$ cat src/rtl/tlk2711_pkg.sv
// tlk2711_pkg: symbol words, mode encodings, FSM states and the PRBS15 step function.
// These definitions are shared by the TLK2711 transmit generator and receive checker.
package tlk2711_pkg;

  localparam logic [15:0] IDLE_WORD  = 16'hC5BC;
  localparam logic [15:0] SOF_WORD   = 16'h50FB;
  localparam logic [15:0] EOF_WORD   = 16'h50FD;
  localparam logic [15:0] ERR_WORD   = 16'hFFFF;
  localparam logic [15:0] FIXED_WORD = 16'hA55A;
  localparam logic [14:0] PRBS_SEED  = 15'h7FFF;

  typedef enum logic [2:0] {
    MODE_RAMP  = 3'd0,
    MODE_FIXED = 3'd1,
    MODE_PRBS  = 3'd2
  } mode_e;

  typedef enum logic [1:0] {
    UNSYNC  = 2'd0,
    LINK    = 2'd1,
    PAYLOAD = 2'd2
  } state_e;

  typedef enum logic [2:0] {
    SYM_IDLE,
    SYM_SOF,
    SYM_EOF,
    SYM_ERR,
    SYM_DATA,
    SYM_BAD
  } sym_e;

  typedef struct packed {
    logic [14:0] state;
    logic [15:0] word;
  } prbs_step_t;

  // Control symbols carry their K-flag on the LSB byte only; ERR has both flags set.
  function automatic sym_e classify(input logic [15:0] d, input logic kmsb, input logic klsb);
    sym_e s;
    s = SYM_BAD;
    if (kmsb && klsb && d == ERR_WORD) s = SYM_ERR;
    else if (!kmsb && !klsb)           s = SYM_DATA;
    else if (klsb && !kmsb) begin
      case (d)
        IDLE_WORD: s = SYM_IDLE;
        SOF_WORD:  s = SYM_SOF;
        EOF_WORD:  s = SYM_EOF;
        default:   s = SYM_BAD;
      endcase
    end
    return s;
  endfunction

  // x^15+x^14+1, 16 bits per word, first generated bit lands in the MSB.
  function automatic prbs_step_t prbs15_step16(input logic [14:0] seed);
    prbs_step_t  r;
    logic [14:0] s;
    logic        fb;
    s      = seed;
    r.word = '0;
    for (int i = 15; i >= 0; i--) begin
      fb        = s[14] ^ s[13];
      r.word[i] = fb;
      s         = {s[13:0], fb};
    end
    r.state = s;
    return r;
  endfunction

endpackage

$ cat src/rtl/tlk2711_prbs15.sv
// tlk2711_prbs15: PRBS15 word source, reseeded to all-ones on load, advanced 16 bits per word.
// Only instantiated when TLK2711_RX_PRBS_EN is defined.
module tlk2711_prbs15
  import tlk2711_pkg::*;
(
  input  logic        clk,
  input  logic        rst,
  input  logic        load,
  input  logic        advance,
  output logic [15:0] word
);

  logic [14:0] state;
  prbs_step_t  step;

  always_comb step = prbs15_step16(state);
  assign word = step.word;

  always_ff @(posedge clk) begin
    if (rst || load)  state <= PRBS_SEED;
    else if (advance) state <= step.state;
  end

endmodule

$ cat config.mk
export PLATFORM = sky130hd
export DESIGN_NAME = tlk2711_prbs15
export DESIGN_NICKNAME = d
export VERILOG_FILES = /design/src/rtl/tlk2711_pkg.sv /design/src/rtl/tlk2711_prbs15.sv
export SDC_FILE = /design/constraint.sdc
export NUM_CORES = 1
export LEC_CHECK = 0
export ABC_AREA = 1
export ABC_CLOCK_PERIOD_IN_PS = 1100
export CORE_MARGIN = 1
export CORE_UTILIZATION = 28
export CTS_BUF_LIST = sky130_fd_sc_hd__clkbuf_8
export DETAILED_ROUTE_END_ITERATION = 6
export PLACE_DENSITY_LB_ADDON = 0.12
export RECOVER_POWER = 25
export SYNTH_ARGS = -nofsm -noshare
export SYNTH_HDL_FRONTEND = slang
export SYNTH_SLANG_ARGS = --single-unit
$ cat constraint.sdc
create_clock -name clk -period 1.1 [get_ports clk]
set_clock_uncertainty 0.15 [all_clocks]
set_input_delay 0.33 -clock clk [delete_from_list [all_inputs] [get_ports clk]]
set_output_delay 0.33 -clock clk [all_outputs]
set_load 0.01 [all_outputs]
Word-level counts from Yosys, hierarchy flattened
Index checks and enable logic that the tools add are counted.
{ "word_totals": {"regBits": 15, "inputBits": 4, "word_cells": 18, "output_inout_bits": 16} }
{ "classes": {"reduce_logical": 1, "bitwise_logic": 16} }
{ "op_table": {"columns": ["op", "count"], "rows": [
  ["XOR 1 bit", 16],
  ["logical OR 1 bit", 1]
]} }

Depth between registers and ports, before layout
Gate-level depths: netlist of the first run.
{ "depth": {"word_depth": 2, "mapped_depth": 5, "depth_no_buf": 5} }

Worst setup path before layout of the first run
Ideal clock, no wire load.
{ "synth_timing": {"kind": "flip-flop to output port", "startpoint": "register state[12]", "endpoint": "output port word[13]", "arrival_time_ps": 761, "path_slack_ps": -141, "n_path_buf": 0, "required_time_ps": 620, "path_stages_with_launch": 3, "cell_sequence": "dfxtp_1 -> or2_2 -> and2_1"} }
{ "synth_via": {"elab_chain_len": 1} }
{ "synth_rtl": {"columns": ["element", "line_no", "source"], "rows": [
  ["start, declared", "tlk2711_prbs15.sv:13", "logic [14:0] state;"],
  ["start signal, assigned", "tlk2711_prbs15.sv:21", "else if (advance) state <= step.state;"],
  ["XOR 1 bit", "tlk2711_pkg.sv:63", "fb = s[14] ^ s[13];"],
  ["end, declared", "tlk2711_prbs15.sv:10", "output logic [15:0] word"]
]} }
No other way between the ends.

Worst setup path after layout of the first run
{ "layout_timing": {"startpoint": "register state[11]", "endpoint": "output port word[13]"} }
Same word-level chain as after synthesis.

==> qor.txt, run 1 <==
YOSYS
------------------------------------------------------------------------------------------
Cell types with the largest area share after synthesis ...................... dfxtp_1 (39%), nand2_1 (17%), xor2_1 (15%)
Number of synthesized register bits .........................................           15
Area leader, netlist ........................................................      dfxtp_1
Syn avg cell area ...........................................................   8.15 sq um
Count of synthesis-stage warnings from yosys ................................            0
Synthesized Nets ............................................................           98
Post-synthesis sequential area ratio ........................................        39.2%
Post-synthesis instance area ................................................    766 sq um
Gate Count Post-Synth .......................................................           94
Post-synth top area share ...................................................        39.2%
Number of different library cells in the post-synthesis netlist .............           14

GLOBAL ROUTING
------------------------------------------------------------------------------------------
Wire length of the first global-routing pass ................................      3190 um
Number of antenna violations at the first check in global routing ...........            0
Pin count of the biggest net entering global routing ........................           16
Gr ovfl total ...............................................................            0
Global router's overall resource usage ......................................        15.6%
Via count of the first global-routing pass ..................................          794

CTS
------------------------------------------------------------------------------------------
Buffer type at the clock tree root ..........................................     clkbuf_8
Number of clock sinks .......................................................           15
Number of buffers inserted during clock tree synthesis ......................            3
Clock tree from TritonCTS ...................................................         done
Worst-Skew Late Latency .....................................................       250 ps
Clock edge transition at the registers on the reported setup and hold paths .        60 ps
Maximum count of clock buffers along a single path ..........................            2
CTS H-Tree Depth ............................................................            1

DIE
------------------------------------------------------------------------------------------
Standard cell core area ..................................................... 0.00252 sq mm
Row count ...................................................................           18
Die Area .................................................................... 0.00295 sq mm
Initial core utilization ....................................................        30.4%
Io pins .....................................................................           20
Die Ht ......................................................................      54.3 um
Die width ...................................................................      54.3 um

PLACED DESIGN
------------------------------------------------------------------------------------------
Half-perimeter wire length of the detailed placement result .................      1240 um
Last weighted congestion value of the routability-driven placer .............        0.738
Count of input and output buffers ...........................................           19
Post-Place Cell Area ........................................................ 0.00117 sq mm
Placed Cells ................................................................          167

CRITICAL PATH
------------------------------------------------------------------------------------------
Required time of the worst setup path .......................................       620 ps
Top delay family on crit path ............................................... simple AND/OR/NAND/NOR gates
Endpoint arrival time on the critical path ..................................      1070 ps
Worst path slowest cell .....................................................      dfxtp_2
Kind of capture point of the worst setup path ...............................  output port
Delay of the slowest cell on the worst path .................................       340 ps
Number of cell instances on the worst register-to-register path .............            7
CP Class ....................................................................   reg -> out
Ordered cell list for the critical path ..................................... or2_4, and2_4, buf_6
Critical path fanouts, max ..................................................            4
Buffers and inverters on the worst path .....................................            1
Crit path launch type .......................................................     register
Total number of cells along the worst setup path ............................            3

TIMING
------------------------------------------------------------------------------------------
Worst hold-check slack ......................................................       356 ps
Slew Viols, Final ...........................................................            0
Setup_tns ...................................................................     -5780 ps
Pin slew with the least headroom to its limit ...............................       227 ps
Highest Clock Rate ..........................................................      644 MHz
Total setup violations reported at the end of the flow ......................           21
Period utilisation layout ...................................................         141%
Relative slew margins .......................................................        84.9%
Post-route worst setup slack ................................................      -454 ps
RSZ-0062 raised after global routing ........................................         true
Final period demand of the worst path .......................................      1550 ps
Final Hold Viols ............................................................            0

FINAL LAYOUT
------------------------------------------------------------------------------------------
Final #Nets .................................................................          155
Number of flip-flops in the largest register ................................           15
Ratio of cells with drive above 1 in the final layout .......................        78.7%
Final design instance area without fill ..................................... 0.00146 sq mm
Final cell count without fillers ............................................          180
Largest registers ........................................................... state: 15 flops
Synthesis-to-layout area growth .............................................        90.2%
Antenna Cells ...............................................................            0
Largest register by flop count ..............................................        state

PWR
------------------------------------------------------------------------------------------
VDD IR max ..................................................................   0.000779 V
Flop pwr share ..............................................................        40.6%
Fraction of power consumed by combinational cells ...........................        29.8%
Int Pwr .....................................................................      1.07 mW
Power spent charging and discharging nets ...................................     0.435 mW
Leakage component of the power ..............................................     0.629 nW
Power Total .................................................................      1.50 mW
Pwr per Cell Area ........................................................... 1030 mW/mm^2
Proportion of power drawn by the clock network ..............................        29.7%
Switching power as a share of total power ...................................        29.0%

DRT
------------------------------------------------------------------------------------------
First-pass DRT Iterations ...................................................            4
Iter 0 DRT Violations .......................................................            5
Average detailed-routed wire length per instance ............................      11.1 um
Final wirelength ............................................................      2000 um
Via-per-instance ratio ......................................................         4.34
Number of DRC violations after detailed routing .............................            0
Count of antenna-violating nets left after detailed routing .................            0
Total via count after detailed routing ......................................          781

RUN STATUS
------------------------------------------------------------------------------------------
Violations in the final reports ............................................. setup timing
Result of the run ........................................................... finished, violations left

WORST HOLD PATH
------------------------------------------------------------------------------------------
Hold-critical path depth ....................................................            2
Hold crit path type .........................................................   reg -> reg

FLOW RUN
------------------------------------------------------------------------------------------
Number of max-capacitance violations reported ...............................            0

-- cell usage after synthesis, drive strengths merged --
cell / number
a21oi: 15
nand2: 35
buf: 4
xor2: 13
inv: 4
and2: 2
dfxtp: 15
clkbuf: 1
or2: 2
nand3: 3
-- area by class of cell --
class	instances	area, sq um
clock inverter	1	5.00
clock buffer	3	41.3
fill	239	1070
tap	30	37.5
sequential	15	354
timing repair buffer	57	445
multi-input combinational	70	553
inverter	4	20.0
-- power by group through the flow --
stage	Clock, mW	Combinational, mW	Sequential [mW]
2_1_floorplan	0	0.176	0.616
3_3_place_gp	0	0.404	0.620
4_1_cts	0.469	0.416	0.601
3_5_place_dp	0	0.404	0.621
5_1_grt	0.493	0.489	0.614
6_report	0.445	0.447	0.609
-- final timing paths --
check                                       startpoint                     end  slack, ps
worst min-delay path            state[12]$_SDFFE_PP1P_  state[12]$_SDFFE_PP1P_        360
worst max-delay path            state[11]$_SDFFE_PP1P_                word[13]       -450
worst min register to register  state[12]$_SDFFE_PP1P_  state[12]$_SDFFE_PP1P_        360
worst max register to register  state[13]$_SDFFE_PP1P_   state[1]$_SDFFE_PP1P_        -60
-- cell usage in the layout (no fill, tap or decap) --
cell type / Yosys / layout
a21oi_1: 5 / 1
nand2_1: 35 / 25
dfxtp_4: 0 / 14
inv_4: 0 / 2
nand2_2: 0 / 10
buf_4: 0 / 29
clkinv_2: 0 / 1
buf_2: 1 / 13
buf_6: 2 / 10
clkdlybuf4s15_1: 0 / 1
a21oi_2: 10 / 14
or2_4: 0 / 1
nand3_2: 0 / 2
or2_0: 0 / 1
inv_1: 4 / 2
nand3_1: 3 / 1
clkdlybuf4s15_2: 0 / 1
buf_8: 0 / 1
xor2_2: 0 / 13
clkbuf_2: 1 / 1
clkbuf_8: 0 / 3
and2_4: 0 / 2
dfxtp_2: 0 / 1
dlygate4sd2_1: 0 / 1
-- through the flow --
stage	worst slack, ps	util [%]
after floorplan	-107	-
final	-454	57.7
after detailed placement	-580	46.4
after global routing	-497	57.7
after global placement	-557	46.4
after CTS	-456	54.1
-- tightest hold or removal path: stages (launching register included) --
cell and delay [ps]:
dfxtp_4 370, a21oi_2 60, nand2_1 50
-- metal layers --
metal / wire length (um) / track usage (%) / up-vias
met1: 827 / 16.8 / 373
met3: 69 / 5.00 / 2
met2: 1080 / 28.0 / 13
met5: 0 / 0 / -
met4: 17 / 5.98 / 0
li1: - / - / 393
-- cells by family (layout without fill, tap and decap cells) --
group,Yosys count,in the layout,share of synthesized area (%)
AND/OR/NAND/NOR,42,42,22.4
AO/OA/AOI/OAI,15,15,14.7
flip-flops,15,15,39.2
XOR/XNOR,13,13,14.9
buffers and inverters,9,65,8.82
-- repair_timing --
action / CTS / global route
setup endpoints to repair: 31 / 23
buffers inserted: 12 / 6
pin swaps: 19 / 7
gates resized for setup: 120 / 20
hold buffers: 0 / 0
Note: power is estimated with default switching activity, not from simulation.
==> inputs of run 2 (changes only) <==
==> constraint.sdc (replaced) <==
create_clock -name clk -period 1.1 [get_ports clk]
set_clock_uncertainty 0.15 [all_clocks]
set_input_delay 0.165 -clock clk [delete_from_list [all_inputs] [get_ports clk]]
set_output_delay 0.165 -clock clk [all_outputs]
set_load 0.01 [all_outputs]
==> run 2 against run 1 <==
Compared with the run above:
- the run still ends with setup timing left
- combinational power shrank 2%
- sequential power fell by 1%
- die area is the same
- clock power is 4% lower
- hold slack worse by 8.3 ps
- utilization fell by 1.5 points
- via count up 0.26%
- count of clock-buffer cells in the layout unchanged
- power fell by 2.0%
- fmax is 9.9% higher
- cell count rose by 0.56%
- global-route usage is 1.6 points lower
==> qor.txt, run 2 (synthesis gave the netlist of run 1 again) <==
FINAL LAYOUT
------------------------------------------------------------------------------------------
Highest-count cells in the layout ignoring fill and taps .................... buf_4 (34), nand2_1 (25), dfxtp_4 (14)
Synthesis-to-layout area growth .............................................        85.3%
Final design instance area without fill ..................................... 0.00142 sq mm
Largest registers ........................................................... state: 15 flops
Layout fillers ..............................................................          259
Ratio of cells with drive above 1 in the final layout .......................        74.8%
Largest register by flop count ..............................................        state
Antenna Cells ...............................................................            0
Final cell count without fillers ............................................          181
Number of flip-flops in the largest register ................................           15
Final #Nets .................................................................          156
Finished Core Util ..........................................................        56.3%
Most common cell after layout, fill and taps aside ..........................        buf_4

DRT
------------------------------------------------------------------------------------------
Via-per-instance ratio ......................................................         4.33
Final wirelength ............................................................      1910 um
First-pass DRT Iterations ...................................................            3
Count of antenna-violating nets left after detailed routing .................            0
Number of DRC violations after detailed routing .............................            0
Total via count after detailed routing ......................................          783
Iter 0 DRT Violations .......................................................            4
Average detailed-routed wire length per instance ............................      10.5 um

WORST HOLD PATH
------------------------------------------------------------------------------------------
Endpoint with the worst hold slack .......................................... state[1]$_SDFFE_PP1P_
Hold crit path type .........................................................    in -> reg
Hold-critical path depth ....................................................            5
Source of the worst hold timing path ........................................          rst

CTS
------------------------------------------------------------------------------------------
Clock tree from TritonCTS ...................................................         done
Hold buffers post-CTS .......................................................            0
Number of buffers inserted during clock tree synthesis ......................            3
Number of clock sinks .......................................................           15
Worst-Skew Late Latency .....................................................       250 ps
Buffer type at the clock tree root ..........................................     clkbuf_8
Clock edge transition at the registers on the reported setup and hold paths .        60 ps
Maximum count of clock buffers along a single path ..........................            2
CTS H-Tree Depth ............................................................            1

GLOBAL ROUTING
------------------------------------------------------------------------------------------
Via count of the first global-routing pass ..................................          719
Pin count of the biggest net entering global routing ........................           16
Number of antenna violations at the first check in global routing ...........            0
Gr ovfl total ...............................................................            0
Wire length of the first global-routing pass ................................      2900 um
Global router's overall resource usage ......................................        14.0%

DIE
------------------------------------------------------------------------------------------
Die width ...................................................................      54.3 um
Die Ht ......................................................................      54.3 um
Standard cell core area ..................................................... 0.00252 sq mm
Io pins .....................................................................           20
Row count ...................................................................           18
Die Area .................................................................... 0.00295 sq mm
Initial core utilization ....................................................        30.4%

CRITICAL PATH
------------------------------------------------------------------------------------------
Critical path fanouts, max ..................................................            4
Startpoint of the lowest-slack register-to-register path .................... state[14]$_SDFFE_PP1P_
Reg-to-reg critical path endpoint ........................................... state[0]$_SDFFE_PP1P_
Number of cell instances on the worst register-to-register path .............            7
Kind of capture point of the worst setup path ...............................  output port
Crit path launch type .......................................................     register
CP Class ....................................................................   reg -> out
Required time of the worst setup path .......................................       780 ps
Worst-case register-to-register setup slack .................................      -260 ps
Endpoint arrival time on the critical path ..................................      1100 ps

PWR
------------------------------------------------------------------------------------------
Leakage component of the power ..............................................     0.624 nW
Power Total .................................................................      1.47 mW
VDD IR max ..................................................................   0.000648 V
Pwr per Cell Area ........................................................... 1040 mW/mm^2

FLOW RUN
------------------------------------------------------------------------------------------
Number of max-capacitance violations reported ...............................            0

RUN STATUS
------------------------------------------------------------------------------------------
Result of the run ........................................................... finished, violations left
Violations in the final reports ............................................. setup timing

TIMING
------------------------------------------------------------------------------------------
Slew Viols, Final ...........................................................            0
Final Hold Viols ............................................................            0
Period utilisation layout ...................................................         128%
Post-route worst setup slack ................................................      -313 ps
Pin slew with the least headroom to its limit ...............................       211 ps
Highest Clock Rate ..........................................................      707 MHz
Relative slew margins .......................................................        85.9%
Final period demand of the worst path .......................................      1410 ps
RSZ-0062 raised after global routing ........................................         true
Total setup violations reported at the end of the flow ......................           20

PLACED DESIGN
------------------------------------------------------------------------------------------
Half-perimeter wire length of the detailed placement result .................      1170 um
Last weighted congestion value of the routability-driven placer .............        0.735
Placed Cells ................................................................          164
Count of input and output buffers ...........................................           19
Worst setup slack before clock tree synthesis ...............................      -464 ps
Post-Place Cell Area ........................................................ 0.00114 sq mm

[run 2: changes by cell type in the layout (fill, tap and decap cells not counted), sizes merged]
| cell | delta |
|---|---|
| clkdlybuf4s15 | -2 |
| clkdlybuf4s50 | +1 |
| buf | +1 |
| dlygate4sd2 | +1 |
| clkinv | -1 |
| inv | +1 |
[run 2: what timing repair did]
item / CTS / global route
endpoints found under the setup margin: 31 / 27
buffers inserted: 16 / 5
resized for setup: 100 / 32
pin swaps: 16 / 11
[run 2: stage by stage]
stage	hold WS, ps	TNS (ps)
5_1_grt	362	-4540
3_3_place_gp	376	-10260
3_5_place_dp	374	-10320
6_report	347	-3450
4_1_cts	337	-3450
2_1_floorplan	273	0
[run 2: worst max-delay path by stage]
stage                                  end  cells past startpoint              startpoint  slack, ps
floorplan           state[13]$_SDFFE_PP1P_                      4  state[12]$_SDFFE_PP1P_          8
finish                             word[1]                      5  state[13]$_SDFFE_PP1P_       -310
global placement                  word[13]                      3  state[12]$_SDFFE_PP1P_       -440
CTS                                word[1]                      5  state[14]$_SDFFE_PP1P_       -310
detailed placement                 word[1]                      5  state[13]$_SDFFE_PP1P_       -460
global route                       word[1]                      5  state[14]$_SDFFE_PP1P_       -370
[run 2: critical path, cell delays in order, from the launching register on]
cell and delay (ps):
dfxtp_4 370, inv_4 30, nand2_2 80, nand3_2 90
and2_4 170, buf_6 110
[run 2: cell type report]
class | instances | area (sq um) | share of cell area, %
multi-input cells | 70 | 533 | 37.6
inverters | 4 | 17.5 | 1.23
well taps | 30 | 37.5 | 2.65
repair buffers | 58 | 432 | 30.4
clock buffers | 3 | 41.3 | 2.91
flip-flops and latches | 15 | 354 | 25.0
clock inverters | 1 | 3.75 | 0.265
[run 2: report_power, final]
part | internal, mW | switching (mW) | total [mW]
combinational | 0.251 | 0.188 | 0.439
sequential | 0.559 | 0.0445 | 0.603
clock | 0.247 | 0.181 | 0.428
total | 1.06 | 0.414 | 1.47
[run 2: per-layer routing]
| layer | wire length, um | up-vias | global-route usage [%] |
|---|---|---|---|
| met5 | 0 | - | 0 |
| met4 | 55 | 0 | 3.85 |
| met3 | 78 | 7 | 5.83 |
| met2 | 972 | 16 | 23.6 |
| met1 | 799 | 363 | 16.1 |
| li1 | - | 397 | - |
